File: config.mk
export PLATFORM = sky130hd
export DESIGN_NAME = fifo_wr_arbiter_flat
export DESIGN_NICKNAME = d
export VERILOG_FILES = /design/src/rtl/fifo_wr_arbiter_if.sv /design/src/rtl/fifo_wr_arbiter.sv /design/src/flat_wrapper.sv
export SDC_FILE = /design/constraint.sdc
export NUM_CORES = 1
export LEC_CHECK = 0
export ABC_AREA = 0
export BUFFER_PORTS_ARGS = -buffer_cell sky130_fd_sc_hd__buf_2
export CORE_MARGIN = 10
export CORE_UTILIZATION = 42
export DETAILED_ROUTE_END_ITERATION = 12
export PLACE_DENSITY = 0.77
export SLEW_MARGIN = 20
export SYNTH_ARGS = -nofsm -noshare
export SYNTH_HDL_FRONTEND = slang
export SYNTH_SLANG_ARGS = --single-unit
File: constraint.sdc
create_clock -name clk -period 2.1 [get_ports clk]
set_clock_uncertainty 0.2 [all_clocks]
set_input_delay 0.42 -clock clk [delete_from_list [all_inputs] [get_ports clk]]
set_output_delay 0.42 -clock clk [all_outputs]
set_load 0.01 [all_outputs]
File: src/rtl/fifo_wr_arbiter_if.sv
// Requester-side valid/ready bus plus fifo write-port signals for fifo_wr_arbiter.
// The arbiter uses the slave modport; requesters and the fifo sit on the master side.
interface fifo_wr_arbiter_if #(
  parameter int NUM_REQ    = 4,
  parameter int DATA_WIDTH = 8
);
  logic [NUM_REQ-1:0]            req_valid_i;
  logic [NUM_REQ-1:0]            req_last_i;
  logic [NUM_REQ*DATA_WIDTH-1:0] req_data_i;
  logic [NUM_REQ-1:0]            req_ready_o;
  logic                          fifo_full_i;
  logic                          fifo_wr_en_o;
  logic [DATA_WIDTH-1:0]         fifo_wr_data_o;

  modport slave (
    input  req_valid_i, req_last_i, req_data_i, fifo_full_i,
    output req_ready_o, fifo_wr_en_o, fifo_wr_data_o
  );

  modport master (
    output req_valid_i, req_last_i, req_data_i, fifo_full_i,
    input  req_ready_o, fifo_wr_en_o, fifo_wr_data_o
  );
endinterface

File: src/rtl/fifo_wr_arbiter.sv
// Zero-latency round-robin arbiter sharing one fifo write port among NUM_REQ
// requesters; multi-beat packets hold the grant until their last beat.
module fifo_wr_arbiter #(
  parameter  int NUM_REQ    = 4,
  parameter  int DATA_WIDTH = 8,
  localparam int IDW        = (NUM_REQ > 1) ? $clog2(NUM_REQ) : 1
) (
  input  logic                 clk,
  input  logic                 rst_n,
  fifo_wr_arbiter_if.slave     bus,
  output logic [IDW-1:0]       grant_id_o,
  output logic                 locked_o
);

  typedef enum logic {
    ST_IDLE,
    ST_LOCKED
  } state_t;

  state_t                r_state;
  logic [IDW-1:0]        r_last_grant;
  logic [IDW-1:0]        r_owner;

  state_t                w_next_state;
  logic [IDW-1:0]        w_next_last;
  logic [IDW-1:0]        w_next_owner;
  logic [IDW-1:0]        w_winner;
  logic                  w_any;
  logic [IDW-1:0]        w_sel;
  logic                  w_xfer;
  logic [NUM_REQ-1:0]    w_ready;
  logic [DATA_WIDTH-1:0] w_data [NUM_REQ];

  always_comb begin
    for (int unsigned k = 0; k < NUM_REQ; k++) begin
      w_data[k] = bus.req_data_i[k*DATA_WIDTH +: DATA_WIDTH];
    end
  end

  // Cyclic scan starting just after the last granted requester.
  always_comb begin
    logic [IDW-1:0] idx;
    w_any    = 1'b0;
    w_winner = '0;
    idx      = '0;
    for (int unsigned i = 1; i <= NUM_REQ; i++) begin
      idx = IDW'((32'(r_last_grant) + i) % NUM_REQ);
      if (!w_any && bus.req_valid_i[idx]) begin
        w_any    = 1'b1;
        w_winner = idx;
      end
    end
  end

  always_comb begin
    w_next_state = r_state;
    w_next_last  = r_last_grant;
    w_next_owner = r_owner;
    w_sel        = r_owner;
    w_ready      = '0;
    w_xfer       = 1'b0;
    case (r_state)
      ST_IDLE: begin
        w_sel = w_winner;
        if (w_any && !bus.fifo_full_i) begin
          w_ready[w_winner] = 1'b1;
          w_xfer            = 1'b1;
          w_next_last       = w_winner;
          if (!bus.req_last_i[w_winner]) begin
            w_next_state = ST_LOCKED;
            w_next_owner = w_winner;
          end
        end
      end
      ST_LOCKED: begin
        w_sel            = r_owner;
        w_ready[r_owner] = !bus.fifo_full_i;
        if (bus.req_valid_i[r_owner] && !bus.fifo_full_i) begin
          w_xfer = 1'b1;
          if (bus.req_last_i[r_owner]) begin
            w_next_state = ST_IDLE;
          end
        end
      end
      default: w_next_state = ST_IDLE;
    endcase
  end

  always_ff @(posedge clk or negedge rst_n) begin
    if (!rst_n) begin
      r_state      <= ST_IDLE;
      r_last_grant <= IDW'(NUM_REQ - 1);
      r_owner      <= '0;
    end else begin
      r_state      <= w_next_state;
      r_last_grant <= w_next_last;
      r_owner      <= w_next_owner;
    end
  end

  // Outputs are gated by rst_n so they read zero throughout reset.
  assign bus.req_ready_o    = rst_n ? w_ready : '0;
  assign bus.fifo_wr_en_o   = rst_n & w_xfer;
  assign bus.fifo_wr_data_o = (rst_n && w_xfer) ? w_data[w_sel] : '0;
  assign grant_id_o         = (rst_n && w_xfer) ? w_sel : '0;
  assign locked_o           = rst_n && (r_state == ST_LOCKED);

endmodule

File: src/flat_wrapper.sv
// flat-port wrapper written by rule: the top's interface ports become plain ports
module fifo_wr_arbiter_flat 
#(
  parameter  int NUM_REQ    = 4,
  parameter  int DATA_WIDTH = 8,
  localparam int IDW        = (NUM_REQ > 1) ? $clog2(NUM_REQ) : 1
)
  (clk, rst_n, grant_id_o, locked_o, bus_req_valid_i, bus_req_last_i, bus_req_data_i, bus_fifo_full_i, bus_req_ready_o, bus_fifo_wr_en_o, bus_fifo_wr_data_o);
  fifo_wr_arbiter_if #(.NUM_REQ(NUM_REQ), .DATA_WIDTH(DATA_WIDTH)) bus_i ();
  input  logic clk;
  input  logic rst_n;
  output logic [IDW-1:0] grant_id_o;
  output logic locked_o;
  input wire logic [$bits(bus_i.req_valid_i)-1:0] bus_req_valid_i;
  input wire logic [$bits(bus_i.req_last_i)-1:0] bus_req_last_i;
  input wire logic [$bits(bus_i.req_data_i)-1:0] bus_req_data_i;
  input wire logic [$bits(bus_i.fifo_full_i)-1:0] bus_fifo_full_i;
  output wire logic [$bits(bus_i.req_ready_o)-1:0] bus_req_ready_o;
  output wire logic [$bits(bus_i.fifo_wr_en_o)-1:0] bus_fifo_wr_en_o;
  output wire logic [$bits(bus_i.fifo_wr_data_o)-1:0] bus_fifo_wr_data_o;
  assign bus_i.req_valid_i = bus_req_valid_i;
  assign bus_i.req_last_i = bus_req_last_i;
  assign bus_i.req_data_i = bus_req_data_i;
  assign bus_i.fifo_full_i = bus_fifo_full_i;
  assign bus_req_ready_o = bus_i.req_ready_o;
  assign bus_fifo_wr_en_o = bus_i.fifo_wr_en_o;
  assign bus_fifo_wr_data_o = bus_i.fifo_wr_data_o;
  fifo_wr_arbiter #(.NUM_REQ(NUM_REQ), .DATA_WIDTH(DATA_WIDTH)) u_core (.clk(clk), .rst_n(rst_n), .bus(bus_i), .grant_id_o(grant_id_o), .locked_o(locked_o));
endmodule
Yosys cells after proc, flatten, opt, wreduce, memory -nomap -nowiden. Index checks and enable logic that the tools add are counted.

Register bits: 5. Logic and storage cells: 79. Bits of input ports: 43. Output and inout bits: 16.

Reduce and logical (&&, ||, !) cells: 15. Bitwise operators: 5. Multiplexer cells: 43. Add/sub/neg operators: 4. Order comparisons: 9.

Operator list (count): $mux W8 (3); $mux W1 (19); $lt A2 B3 Y1 const B (6); $bmux W8 S2 (1); $bmux W1 S2 (7); $mux W2 (5); $logic_and A1 B1 Y1 (9); $mux W4 (2); $pmux W4 S2 (1); $add A2 B1 Y2 const B (2); $add A2 B2 Y2 const B (2); $and A4 B4 Y4 (1); $demux W1 S2 (2); $ge A2 B1 Y1 const B (2); $logic_not A1 Y1 (4); $pmux W1 S2 (2); $pmux W2 S2 (1); $ge A3 B3 Y1 const B (1); $not A2 Y3 (1); $reduce_and A3 Y1 (1); $not A1 Y1 (2); $reduce_and A2 Y1 (1); $and A1 B1 Y1 (1).

Depth between registers and ports, before layout. Gate-level depths: netlist of the first run.

Depth after elaboration: 20. Gate-level depth with buffers: 7. Gate-level depth less buffers: 6.

Worst setup path after synthesis of the first run. No wires, ideal clock.

Kind: reg-to-output. Start: register u_core.r_last_grant[1]. End: output bus_fifo_wr_data_o[0]. Cell stages (with the launch flop): 8. Path buffers: 2. Arrival: 1.780 ns. Setup slack: -0.300 ns. Path through: dfstp_2 -> buf_4 -> mux2i_1 -> o21a_1 -> clkbuf_1 -> a31oi_1 -> o21ai_0 -> o22ai_1.

Longest elaborated chain between the ends: 19.

Ends and longest elaborated chain: start, declared (RTL line fifo_wr_arbiter.sv:21) `logic [IDW-1:0] r_last_grant;`; start signal, assigned (RTL line fifo_wr_arbiter.sv:92) `r_last_grant <= IDW'(NUM_REQ - 1);`; start signal, assigned (RTL line fifo_wr_arbiter.sv:96) `r_last_grant <= w_next_last;`; $add A2 B1 Y2 (RTL line fifo_wr_arbiter.sv:47) `idx = IDW'((32'(r_last_grant) + i) % NUM_REQ);`; $bmux W1 S2 (RTL line fifo_wr_arbiter.sv:48) `if (!w_any && bus.req_valid_i[idx]) begin`; $mux W1 (implied by the code) (RTL line fifo_wr_arbiter.sv:48); $mux W1 (RTL line fifo_wr_arbiter.sv:48); $logic_not A1 Y1 (RTL line fifo_wr_arbiter.sv:48); $logic_and A1 B1 Y1 (RTL line fifo_wr_arbiter.sv:48); $mux W1 (RTL line fifo_wr_arbiter.sv:48); $logic_not A1 Y1 (RTL line fifo_wr_arbiter.sv:48); [... 2 more ...]; $logic_not A1 Y1 (RTL line fifo_wr_arbiter.sv:48); $logic_and A1 B1 Y1 (RTL line fifo_wr_arbiter.sv:48); $mux W2 (RTL line fifo_wr_arbiter.sv:48); $pmux W2 S2 (RTL line fifo_wr_arbiter.sv:62) `case (r_state)`; $not A2 Y3 (implied by the code) (RTL line fifo_wr_arbiter.sv:104) `assign bus.fifo_wr_data_o = (rst_n && w_xfer) ? w_data[w_sel] : '0;`; $bmux W8 S2 (RTL line fifo_wr_arbiter.sv:104); $mux W8 (implied by the code) (2 in a row) (RTL line fifo_wr_arbiter.sv:104); $mux W8 * (RTL line fifo_wr_arbiter.sv:104); end, declared (RTL line flat_wrapper.sv:20) `output wire logic [$bits(bus_i.fifo_wr_data_o)-1:0] bus_fifo_wr_data_o;`.

Every way passes the cells marked *; elsewhere a longest branch is shown, timed or not. The select of a mux whose other input is x is not followed.

Final worst setup path of the first run.
Start: register u_core.r_last_grant[1]. End: output bus_fifo_wr_data_o[7].

Same word-level chain as after synthesis.

==> results of run 1 <==
==> state kept, by name, indices dropped and copies added, names as in the netlist <==
signal	cells
u_core.r_state	1
u_core.r_owner	2
u_core.r_last_grant	2
==> cell type report <==
type | count | area share
clock buffers | 4 | 0.0122
flip-flops and latches | 5 | 0.0592
well taps | 31 | 0.0180
multi-input cells | 144 | 0.576
inverters | 10 | 0.0186
repair buffers | 104 | 0.316
==> cells in the mapped netlist (2+ instances only) <==
cell type and n:
sky130_fd_sc_hd__and2_1 2, sky130_fd_sc_hd__clkbuf_1 8, sky130_fd_sc_hd__or4_1 2, sky130_fd_sc_hd__a221oi_1 8, sky130_fd_sc_hd__inv_1 9, sky130_fd_sc_hd__nor2b_1 3, sky130_fd_sc_hd__buf_2 2, sky130_fd_sc_hd__mux2i_1 9
sky130_fd_sc_hd__o21a_1 3, sky130_fd_sc_hd__o21ai_0 19, sky130_fd_sc_hd__nor4_1 3, sky130_fd_sc_hd__dfstp_2 2, sky130_fd_sc_hd__dfrtp_1 3, sky130_fd_sc_hd__and3_1 8, sky130_fd_sc_hd__nand2b_1 3, sky130_fd_sc_hd__nor3_1 6
sky130_fd_sc_hd__a21oi_1 14, sky130_fd_sc_hd__a31oi_1 9, sky130_fd_sc_hd__o22ai_1 8, sky130_fd_sc_hd__nand2_1 8, sky130_fd_sc_hd__o32ai_1 4, sky130_fd_sc_hd__nor2_1 12
==> kinds of logic after synthesis <==
family,Yosys count
AND/OR/NAND/NOR,53
flip-flops,5
multiplexers,11
AO/OA/AOI/OAI,79
buffers and inverters,23
==> cell usage in the layout (no fill, tap or decap), types with 8 or more instances in the layout <==
| master | netlist | routed |
|---|---|---|
| sky130_fd_sc_hd__nor2_1 | 12 | 11 |
| sky130_fd_sc_hd__inv_1 | 9 | 9 |
| sky130_fd_sc_hd__mux2i_1 | 9 | 8 |
| sky130_fd_sc_hd__a31oi_1 | 9 | 8 |
| sky130_fd_sc_hd__a21oi_1 | 14 | 12 |
| sky130_fd_sc_hd__buf_2 | 2 | 56 |
| sky130_fd_sc_hd__buf_4 | 1 | 39 |
| sky130_fd_sc_hd__o21ai_1 | 1 | 12 |
==> per-stage QoR <==
stage                     cells  setup TNS (ps)  setup WS (ps)  utilization  area (sq um)
after CTS                   296           -7500           -543        0.754          2080
after global routing        298           -9060           -659        0.782          2160
after global placement      286           -5260           -390        0.684          1890
final                       298           -7720           -585        0.782          2160
after detailed placement    286           -5840           -419        0.684          1890
after floorplan             171           -1640           -188            -          1330
==> worst max-delay path: stages, from the launching register on <==
cell	delay, ps
sky130_fd_sc_hd__dfstp_2	580
sky130_fd_sc_hd__mux2i_4	260
sky130_fd_sc_hd__o21a_1	190
sky130_fd_sc_hd__a32oi_2	80
sky130_fd_sc_hd__buf_4	180
sky130_fd_sc_hd__a221oi_2	240
sky130_fd_sc_hd__o22ai_1	130
sky130_fd_sc_hd__buf_2	150
==> what timing repair did <==
action / 4_1_cts / 5_1_grt
pin swaps: 12 / 9
endpoints found under the hold margin: 3 / 0
endpoints found under the setup margin: 18 / 19
hold buffers: 1 / 0
buffers inserted: 4 / 2
gates resized for setup: 32 / 15
cloned: 1 / 1
==> layer usage <==
metal,wire (microns),part of all wire,vias up
met1,2260,0.41,870
li1,-,-,871
met4,166,0.030,0
met5,0,0,-
met2,2640,0.48,94
met3,462,0.084,22
==> power by group <==
group / internal (mW) / leakage (nW) / switching (mW)
registers: 0.161 / 0.0565 / 0.0604
logic: 1.07 / 0.896 / 1.23
clock network: 0.0721 / 0.0150 / 0.0444
==> worst max path at each step <==
stage | startpoint | endpoint
2_1_floorplan | u_core.r_last_grant[1]$_DFFE_PN1P_ | bus_fifo_wr_data_o[0]
3_3_place_gp | bus_req_valid_i[0] | bus_fifo_wr_data_o[1]
3_5_place_dp | bus_req_valid_i[1] | bus_fifo_wr_data_o[5]
4_1_cts | u_core.r_last_grant[1]$_DFFE_PN1P_ | bus_fifo_wr_data_o[0]
5_1_grt | u_core.r_last_grant[1]$_DFFE_PN1P_ | bus_fifo_wr_data_o[0]
6_report | u_core.r_last_grant[1]$_DFFE_PN1P_ | bus_fifo_wr_data_o[7]
==> impl.org, run 1 <==
** Global route
- The via count of the first global-routing pass came to about 1900.
- For this run, the total global-route usage over all layers was measured as 0.188.
- The initial antenna violation count came to 0.
- Summed over all layers, the global routing overflow is 0.
- For this run, global-route usage on met2 was measured as 0.299.
- M3 GR Usage :: 0.0498
- First-pass GRT wire length :: between 8000 and 9000 microns
- Most congested layer reported by global routing :: met2
- Routing usage on met1 :: 0.242
- Pin count of the biggest net entering global routing :: 23

** Power
- Static Leak :: approximately 0.97 nW
- Total power divided by cell area :: between 1000 and 1500 nW/um^2
- Worst IR drop on VDD :: roughly 0.83 mV
- Final Total Pwr :: 2.63 mW

** Yosys
- The synthesized design contains 0 enable-type register cells.
- Number of distinct library cell variants in the gate-level netlist after synthesis :: 48
- The synthesized-area fraction occupied by ao, oa, aoi and oai cells came to 0.457.
- Sorting the synthesized cells by area gives the leading types as sky130_fd_sc_hd__o21ai_0 7.9%, sky130_fd_sc_hd__mux2i_1 7.5%, sky130_fd_sc_hd__dfrtp_1 6.2%.
- Yosys printed 0 warnings.
- Average footprint of a synthesized cell :: 7.07 sq um
- Largest family of logic cells by synthesized area :: compound AO/OA/AOI/OAI gates
- In this run the cell area of the synthesized design comes to 1210 sq um.
- For this run, the register share of the synthesized area comes to 0.106.
- Most area-hungry cell type in the Yosys netlist :: sky130_fd_sc_hd__o21ai_0
- Fraction of synthesized cell area in xor and xnor cells :: 0
- Basic-gate share of the synthesized area counting and, or, nand and nor cells :: 0.240
- Syn Inst Count :: roughly 170
- The portion of synthesized area spent on multiplexers is 0.115.
- The synthesized design contains 5 register bits.
- Of the post-synthesis cell area, the dominant cell type holds 0.0787.
- Total nets after synthesis :: roughly 210
- Among all flip-flop cells after synthesis, the most frequent one is sky130_fd_sc_hd__dfrtp_1.
- Post-synthesis adder-cell area fraction :: 0
- Share of synthesized registers carrying an async set or reset :: 1.00

** Timing
- The number of hold-slack violations in the final timing report came to 0.
- Period utilisation layout :: 1.28
- The number of pins with negative max-slew slack in the final report was 0.
- Subtracting the final worst setup slack from the clock period gives ~2700 ps.
- Worst slew pin tran :: 454 ps
- Headroom to the max-slew limit came out at 0.698.
- Setup violations remaining at the end of the flow were counted as 18.
- Worst hold margin :: around 34 ps
- Fmax achieved :: about 370 MHz
- Unrepaired setup endpoints after global routing :: yes
- Worst Setup Slack, final :: -585 ps

** Floorplanning
- In this run the vertical extent of the chip is ~74 microns.
- For this configuration, the core starts out at a cell density of 0.438.
- In this run the count of I/O pins placed on the die edge is 59.
- Die W :: roughly 74 microns
- The floorplan step defined a die boundary enclosing around 5400 sq um.
- Placeable core area :: ~2800 sq um
- After floorplanning, the core was divided into 19 placement rows.

** Route
- DRT iter0 DRCs :: approximately 140
- In the final routed layout, each cell accounts on average for 18.5 microns.
- In the routed design, unresolved DRC markers number 0.
- Length of the first detailed-routing pass in iterations :: 4
- Dividing the detail-routed via count by the number of cells gives a little over 6.
- Detailed routing inserted a total of roughly 1900 vias.
- Once detail routing completed, the nets flagged for antenna violations numbered 0.
- Total routed wirelength :: 5530 microns

** Cells and area
- Multi-input gate area in the final layout :: about 1200 sq um
- Growth of design area from synthesis to finish :: 78.5%
- Final layout net count :: between 300 and 400
- In the final layout, the share of cells above drive strength 1 is 0.558.
- Number of diodes added for antenna fixing :: 0
- Across the whole layout, storage elements account for approximately 130 sq um.
- After filler insertion, the fill cell instance count of the layout stands at 190.

** Worst setup path
- Arr. time, crit path :: about 2100 ps
- Worst reg2reg setup slack :: -210 ps
- Highest net fanout along the worst path :: 4
- Endpoint required time on the critical path :: about 1500 ps
- STA classifies the critical path endpoint as an output port.
- The critical path in this run is classified as flop to output port.
- The endpoint identified for the worst register-to-register timing path is u_core.r_owner[1]$_DFFE_PN0P_.
- R2R Path Start :: u_core.r_last_grant[1]$_DFFE_PN1P_
- Worst-case reg-to-reg path depth :: 7
- Critical Path Source Type :: flop

** Run
- Across the run, the number of max-cap violations was 0.

** Clocking
- In this run, CTS created clock tree buffers numbering 3.
- Clock tree synthesis found a total of 5 sinks.
- Deepest level of the CTS H-tree :: 1
- After clock tree synthesis, the clock-pin slew on the worst setup and hold paths is around 50 ps.
- TritonCTS built the clock tree.
- Clock Latency Late Sink :: between 200 and 300 ps
- Buffer cell driving the clock tree root :: sky130_fd_sc_hd__clkbuf_4
- Buffer depth of the longest clock path :: 2

** Status
- The checks that failed: setup timing.
- The run finished, with violations left.

** Placed design
- Routability-driven placement congestion ratio :: about 0.9
- Number of input and output port buffers inserted :: 58
- Dpl hpwl :: 4000 microns

** Worst hold path
- Min-Delay Path Class :: input port to asynchronous set/reset pin
No activity file was read; power rests on OpenSTA's default activity.
==> inputs of run 2 (changes only) <==
- ABC_AREA: 0 -> 1
- CORE_UTILIZATION: 42 -> 41
- PLACE_DENSITY: 0.77 -> 0.76
==> run 2 against run 1 <==
The run still ends with setup timing left. Via count increased by 0.97%. Synthesized area decreased by 4.7%. Die area decreased by 1.7%. Global-route usage decreased by 1.6 points. Critical path depth increased by 7. First-iteration DRC count increased by 50%. Sequential share of layout area increased by 0.18 points. Critical path type unchanged.
==> impl.org, run 2 <==
** Floorplanning
- The die covers 5330 sq um.
- In this run the vertical extent of the chip is about 73 microns.
- Placeable core area :: between 2000 and 3000 sq um
- Row generation in the floorplan step produced 19 rows.
- I/O pin total :: slightly below 60
- The initial utilization of the core area, before any placement, comes to 0.425.
- The die is roughly 73 microns wide.

** Placed design
- Detailed placement finished with a half-perimeter wire length of ~3500 microns.
- Placed instance count :: approximately 310
- During placement, the flow inserted port buffers numbering a little under 60.
- Worst Setup Slack post-DPL :: -603 ps
- The congestion estimate from routability-driven global placement came to around 0.87.

** Global route
- The initial antenna violation count came to 0.
- First-pass GRT wire length :: approximately 7600 microns
- Entering global routing, the biggest net connects 17 pins.
- Total routing usage reported by global routing :: 0.173
- The via count of the first global-routing pass is approximately 1700.
- Leftover overflow at the end of global routing :: 0

** Worst setup path
- Arr. time, crit path :: between 2000 and 2500 ps
- Critical Path Source Type :: flop
- The worst setup path is of the flop to output port kind.
- At the worst endpoint, the required time is about 1500 ps.
- Highest net fanout along the worst path :: 8
- Kind of end point of the critical path :: output port

** Clocking
- Deepest level of the CTS H-tree :: 1
- The root buffer cell chosen for the clock tree is sky130_fd_sc_hd__clkbuf_4.
- Clock-pin slew was measured on the worst setup and hold paths at 50 ps.
- CTS buffer count :: 3
- Clock latency on the worst-skew pair, taken at its later pin, is ~260 ps.
- TritonCTS built the clock tree.
- The tree built by TritonCTS fans out to 5 sinks.
- In this run the deepest clock path goes through 2 buffers.

** Status
- Failing checks :: setup timing
- Run status :: complete, but fails checks

** Cells and area
- Fraction of layout cells with a size suffix above 1 :: 0.571
- The final layout contains 345 nets.
- The library cell used most frequently in the layout, excluding fill and tap cells, is sky130_fd_sc_hd__buf_2.
- Relative to the synthesized area, the layout overhead comes to 81.5%.
- The multi-input combinational cells in the finished layout cover a total of 1140 sq um.
- Final Instance Count excl. Fillers :: approximately 330
- The largest registers in the layout are u_core.r_last_grant: 2 flops, u_core.r_owner: 2 flops, u_core.r_state: 1 flops.
- Number of diodes added for antenna fixing :: 0
- Reg area :: ~130 sq um
- In the layout the commonest cells are 59 x sky130_fd_sc_hd__buf_2, 49 x sky130_fd_sc_hd__nand2_1, 30 x sky130_fd_sc_hd__buf_4.
- After filler insertion, the fill cell instance count of the layout stands at roughly 190.

** Route
- Via count of the routed design :: ~1900
- Length of the first detailed-routing pass in iterations :: 5
- Total routed wirelength :: between 5000 and 6000 microns
- Post-route DRC violation count :: 0
- Via density per instance :: approximately 5.6
- Final routed wire length divided by cell count :: around 17 microns
- DRT iter0 DRCs :: roughly 200
- Post-DRT Antenna Nets :: 0

** Yosys
- Of the total synthesized cell area, the portion taken by full adders, half adders and majority gates is 0.
- Synthesis produced a netlist with a net count of around 250.
- Average footprint of a synthesized cell :: around 5.6 sq um
- Number of distinct library cell variants in the gate-level netlist after synthesis :: 29
- Most area-hungry cell type in the Yosys netlist :: sky130_fd_sc_hd__nand2_1
- Counting instances in the post-synthesis netlist gives the leading cell types as 63 x sky130_fd_sc_hd__nand2_1, 28 x sky130_fd_sc_hd__nand3_1, 27 x sky130_fd_sc_hd__inv_1, 16 x sky130_fd_sc_hd__nand3b_1.
- During synthesis, Yosys emitted a total of 0 warnings.
- EDFF count, synth :: 0
- Multiplexer share of the synthesized area :: 0
- Of the post-synthesis cell area, the dominant cell type holds 0.205.
- The cell count after synthesis came out at roughly 200.
- By area, the combinational part of the netlist is dominated by simple AND/OR/NAND/NOR gates.
- In the post-synthesis netlist, the biggest area contributors are sky130_fd_sc_hd__nand2_1 21%, sky130_fd_sc_hd__nand3_1 12%, sky130_fd_sc_hd__nand3b_1 10%.
- Of the total synthesized cell area, the portion taken by AND, OR, NAND and NOR gates is 0.591.
- Cell area after synthesis :: approximately 1200 sq um
- Most common cell in the synthesized netlist :: sky130_fd_sc_hd__nand2_1
- The synthesized-area fraction occupied by ao, oa, aoi and oai cells was 0.141.
- Portion of the post-synthesis area used by sequential elements :: 0.111
- Of the total synthesized cell area, the portion taken by XOR and XNOR cells is 0.
- The most used flip-flop cell after synthesis is sky130_fd_sc_hd__dfrtp_1.
- Share of synthesized registers carrying an async set or reset :: 1.00
- Synthesis inferred 5 register bits.

** Power
- Cell internal power was estimated by the tool at 1.55 mW.
- Power spread over the standard cell area amounts to between 1500 and 2000 nW/um^2.
- Proportion of power drawn by combinational gates :: 0.910
- Switch Pwr :: 2.17 mW
- Summed over all cells, the static leakage comes to 1.13 nW.
- Switching share of power :: 0.583
- Worst IR drop on VDD :: 1.21 mV
- The share of total power dissipated in sequential elements is 0.058.
- Clock Power Share :: 0.032

** Timing
- The number of pins with negative max-slew slack in the final report is 0.
- Hold is met by between 100 and 150 ps.
- Summed over all failing endpoints, the final setup total negative slack is -13930 ps.
- Number of endpoints with negative hold slack in the final report :: 0
- Worst slew pin tran :: slightly above 400 ps
- Worst Setup Slack, final :: -955 ps
- Period utilisation layout :: 1.45
- The worst pin sits at a relative slew slack of 0.722.
- Setup violations remaining at the end of the flow were counted as 20.
- Counting I/O delays and the setup requirement, the final critical path takes approximately 3000 ps.
- Unrepaired setup endpoints after global routing :: yes
- Derived from the worst setup path, the maximum achievable clock frequency is about 330 MHz.

** Worst hold path
- Min-Delay Path Class :: input port to asynchronous set/reset pin

** Run
- Reported max-cap violation count :: 0
==> run 2: layer usage <==
metal | routed length, microns | up-vias | global-route usage | share of wire
met1 | 2020 | 853 | 0.186 | 0.35
met5 | 0 | - | 0 | 0
met4 | 261 | 0 | 0.0802 | 0.045
met2 | 2950 | 117 | 0.307 | 0.51
li1 | - | 876 | - | -
met3 | 534 | 29 | 0.0422 | 0.093
==> run 2: what timing repair did <==
action,4_1_cts,5_1_grt
buffers inserted,4,5
cloned,3,2
resized for setup,12,42
endpoints found under the hold margin,3,0
hold buffers,1,0
endpoints found under the setup margin,19,20
pin swaps,5,24
==> run 2: through the flow <==
step | util | instance area (sq um) | power (mW)
2_1_floorplan | - | 1210 | 1.88
3_3_place_gp | 0.620 | 1680 | 2.50
3_5_place_dp | 0.620 | 1680 | 2.55
4_1_cts | 0.676 | 1830 | 2.96
5_1_grt | 0.772 | 2090 | 3.95
6_report | 0.772 | 2090 | 3.72
==> run 2: path summary, 6_finish.rpt <==
path                            cells past startpoint                               start  slack [ps]                                 end
min in group clk                                    4                   bus_req_last_i[3]         310       u_core.r_owner[0]$_DFFE_PN0P_
max in group asynchronous                           3                               rst_n         980            u_core.r_state$_DFF_PN0_
worst min register to register                      2       u_core.r_owner[1]$_DFFE_PN0P_         390       u_core.r_owner[1]$_DFFE_PN0P_
worst max-delay path                               14  u_core.r_last_grant[0]$_DFFE_PN1P_        -960               bus_fifo_wr_data_o[7]
worst min-delay path                                2                               rst_n         110  u_core.r_last_grant[0]$_DFFE_PN1P_
worst max register to register                     18  u_core.r_last_grant[0]$_DFFE_PN1P_        -410       u_core.r_owner[1]$_DFFE_PN0P_
==> run 2: cell families after synthesis <==
| family | after synthesis |
|---|---|
| buffers and inverters | 40 |
| AND/OR/NAND/NOR | 134 |
| AO/OA/AOI/OAI | 25 |
| flip-flops | 5 |
==> run 2: layout make-up <==
type | instances | share of cell area
clock inverters | 1 | 0.00239
multi-input cells | 163 | 0.546
inverters | 34 | 0.0694
repair buffers | 94 | 0.288
flip-flops and latches | 5 | 0.0610
repair inverters | 1 | 0.00419
clock buffers | 3 | 0.0108
well taps | 31 | 0.0185
==> run 2: worst max-delay path, cell delays in order, from the launching register on <==
cell	delay, ps
sky130_fd_sc_hd__dfstp_2	550
sky130_fd_sc_hd__buf_12	120
sky130_fd_sc_hd__inv_8	50
sky130_fd_sc_hd__nand2_4	60
sky130_fd_sc_hd__nand2_4	60
sky130_fd_sc_hd__nand2_4	90
sky130_fd_sc_hd__nand2_4	70
sky130_fd_sc_hd__nor2_4	140
sky130_fd_sc_hd__nand3_2	110
sky130_fd_sc_hd__nand2_4	150
sky130_fd_sc_hd__nand3_4	180
sky130_fd_sc_hd__nand3b_1	180
sky130_fd_sc_hd__nand3_2	120
sky130_fd_sc_hd__a21oi_2	150
sky130_fd_sc_hd__buf_2	140
==> run 2: power by group through the flow <==
stage | logic (mW) | registers [mW] | clock network (mW)
2_1_floorplan | 1.69 | 0.189 | 0
3_3_place_gp | 2.27 | 0.233 | 0
3_5_place_dp | 2.31 | 0.237 | 0
4_1_cts | 2.63 | 0.215 | 0.117
5_1_grt | 3.60 | 0.222 | 0.128
6_report | 3.38 | 0.215 | 0.119
==> inputs of run 3 (changes only) <==
- CELL_PAD_IN_SITES_DETAIL_PLACEMENT: default -> 0
- CELL_PAD_IN_SITES_GLOBAL_PLACEMENT: default -> 2
- CORE_UTILIZATION: 41 -> 20
- CTS_BUF_LIST: default -> sky130_fd_sc_hd__clkbuf_4 sky130_fd_sc_hd__clkbuf_8
- PLACE_DENSITY: 0.76 -> default
- PLACE_DENSITY_LB_ADDON: default -> 0.1
==> run 3 against run 2 <==
The flow still finishes with violations (setup timing). Global-route usage fell by 6.8 points. Routed wire length is 12% lower. Core utilization down 38 points. Combinational power fell by 1%. Critical path type unchanged. Critical endpoint unchanged. Largest cell class unchanged. Largest power group unchanged.
==> impl.org, run 3 (synthesis gave the netlist of run 2 again) <==
** Global route
- First-pass GRT wire length :: between 7000 and 8000 microns
- In the global route stage, overall resource usage came out at 0.105.
- M3 GR Usage :: 0.0210
- The total overflow left after global routing is 0.
- Initial antenna violation count :: 0
- Routing usage on met1 :: 0.120
- The via count of the first global-routing pass was 1702.
- Entering global routing, the biggest net connects 19 pins.
- For met2 alone, demand over resource in global routing was 0.195.
- In this run the most used layer during global routing was met2.

** Floorplanning
- Number of standard-cell rows in the floorplan :: 27
- The die covers between 9000 and 10000 sq um.
- Starting Density :: 0.208
- The core region is ~5500 sq um.
- Floorplan die height :: approximately 96 microns
- ~60 I/O pins were placed.
- The die is approximately 96 microns wide.

** Cells and area
- In the final design database the tool counted approximately 360 nets.
- Top flop regs :: u_core.r_last_grant: 2 flops, u_core.r_owner: 2 flops, u_core.r_state: 1 flops
- Growth of design area from synthesis to finish :: 87.8%
- In the layout the commonest cells are 58 x sky130_fd_sc_hd__buf_2, 49 x sky130_fd_sc_hd__nand2_1, 44 x sky130_fd_sc_hd__buf_4.
- After filler insertion, the fill cell instance count of the layout stands at around 640.
- Of the cells placed in the final design, the portion with a size suffix greater than 1 is 0.572.
- The repair_antennas step left the layout with diodes totalling 0.
- Leaving out filler cells and counting taps, the final layout contains about 390.
- Most common cell after layout, fill and taps aside :: sky130_fd_sc_hd__buf_2

** Power
- For this design the ratio of total power to cell area is ~1700 nW/um^2.
- Worst IR drop on VDD :: ~0.85 mV
- For this design the static power due to leakage is 1.17 nW.

** Route
- The detailed router placed 1708 vias in this run.
- The detailed router finished its first iteration with between 70 and 80 violations.
- After detailed routing, the number of vias per cell comes to about 4.4.
- Post-DRT Antenna Nets :: 0
- Post-route DRC violation count :: 0
- In the final routed layout, each cell accounts on average for ~13 microns.
- After detailed routing, the total wire length is slightly above 5000 microns.
- Length of the first detailed-routing pass in iterations :: 4

** Timing
- Setup repair after global routing could not meet its margin everywhere.
- Period utilisation layout :: 1.35
- The worst path in the final design needs a cycle of about 2800 ps, including I/O delays and setup.
- Fmax achieved :: around 350 MHz
- In the post-route analysis, the smallest setup slack over all paths is -734 ps.
- Hold timing on the final database bottoms out at a slack of 107 ps.
- Measured against its own limit, the worst slew margin works out to 0.823.
- Number of endpoints with negative hold slack in the final report :: 0
- At the pin with the least slew margin, the transition time is 265 ps.
- The number of pins with negative max-slew slack in the final report came to 0.
- Setup_tns :: -11690 ps
- Setup violations remaining at the end of the flow were counted as 18.

** Worst setup path
- Crit path buffers/inverters :: 2
- Walking the worst path, the cells encountered are buf_12, nand2_1, nand3_1, nand2_2, a21oi_2, nand2_2, nand3_4, nand2_4, nand2_1, nand3_1, a21oi_2, buf_2.
- Endpoint required time on the critical path :: approximately 1500 ps
- Along the worst path, the maximum fanout reaches 16.
- Critical Path Source Type :: flop
- Top Family by Delay on Critical Path :: simple AND/OR/NAND/NOR gates
- Kind of end point of the critical path :: output port
- Critical path type :: flop to output port
- Slowest stage cell on the critical path :: sky130_fd_sc_hd__dfstp_2
- Arr. time, crit path :: around 2200 ps
- For this run, the slowest stage of the critical path takes approximately 540 ps.

** Clocking
- CTS built an H-tree with a depth of 1.
- Clock-pin slew of the registers on the worst-case setup and hold paths :: around 40 ps
- TritonCTS built the clock tree.
- The clock reaches the later pin of the worst-skew pair after about 220 ps.
- The clock passes through at most 2 buffers.
- The cell sitting at the root of the clock tree is a sky130_fd_sc_hd__clkbuf_8.
- CTS buffer count :: 3
- Counting every sink on the clock net gives 5.

** Run
- The tool flagged a number of max-cap violations equal to 0.

** Worst hold path
- Min-Delay Path Class :: input port to asynchronous set/reset pin

** Placed design
- Placed instance count :: between 300 and 400
- Worst Setup Slack post-DPL :: -556 ps
- Routability-driven placement finished with a final weighted congestion of roughly 0.75.
- The count of buffers added on input and output ports is 58.
- Dpl hpwl :: 4160 microns

** Status
- Run status :: complete, but fails checks
- The final reports fail on setup timing.
==> run 3: cell count changes in the layout (fill, tap and decap cells not counted), moves of 4 or more <==
cell and change:
sky130_fd_sc_hd__nand2_4 -4, sky130_fd_sc_hd__buf_4 +14, sky130_fd_sc_hd__nand3_2 -7, sky130_fd_sc_hd__nand2_2 +5, sky130_fd_sc_hd__nand3_1 +8
==> run 3: power by group <==
group          internal [mW]  switching (mW)
Clock                  0.143          0.0475
Combinational           1.53            1.81
Sequential             0.157          0.0500
==> run 3: final timing paths <==
path                                               startpoint                            endpoint  slack (ps)  depth (start not counted)
setup / recovery           u_core.r_last_grant[0]$_DFFE_PN1P_               bus_fifo_wr_data_o[7]        -730                         12
hold / removal                                          rst_n  u_core.r_last_grant[1]$_DFFE_PN1P_         110                          2
setup reg to reg           u_core.r_last_grant[0]$_DFFE_PN1P_       u_core.r_owner[1]$_DFFE_PN0P_        -540                         20
hold reg to reg            u_core.r_last_grant[0]$_DFFE_PN1P_  u_core.r_last_grant[0]$_DFFE_PN1P_         440                          3
max in group asynchronous                               rst_n       u_core.r_owner[1]$_DFFE_PN0P_        1080                          3
min in group clk                            bus_req_last_i[3]       u_core.r_owner[0]$_DFFE_PN0P_         350                          4
==> run 3: through the flow <==
| step | total power, mW | utilization | instance area (sq um) |
|---|---|---|---|
| 3_3_place_gp | 2.93 | 0.334 | 1850 |
| 5_1_grt | 4.10 | 0.391 | 2160 |
| 6_report | 3.73 | 0.391 | 2160 |
| 4_1_cts | 3.49 | 0.366 | 2030 |
| 3_5_place_dp | 2.92 | 0.334 | 1850 |
| 2_1_floorplan | 1.88 | - | 1210 |
==> run 3: layout make-up <==
| class | instances | area [sq um] | share of cell area |
|---|---|---|---|
| multi-input combinational | 159 | 1010 | 0.468 |
| sequential | 5 | 128 | 0.0590 |
| timing repair inverter | 1 | 6.26 | 0.00289 |
| timing repair buffer | 110 | 731 | 0.338 |
| inverter | 34 | 149 | 0.0688 |
| tap | 72 | 90.1 | 0.0416 |
| clock buffer | 4 | 48.8 | 0.0225 |
==> run 3: per-layer routing <==
metal / up-vias / share of wire / routed length (microns)
met1: 779 / 0.42 / 2100
met5: - / 0 / 0
met4: 0 / 0.0067 / 34
met2: 41 / 0.53 / 2670
li1: 884 / - / -
met3: 4 / 0.050 / 255
==> run 3: repair_timing <==
action / CTS / global route
setup buffers: 8 / 3
pin swaps: 8 / 7
gates resized for setup: 17 / 30
cloned: 0 / 1
hold endpoints to repair: 3 / 0
setup endpoints to repair: 18 / 20
hold buffers: 1 / 0
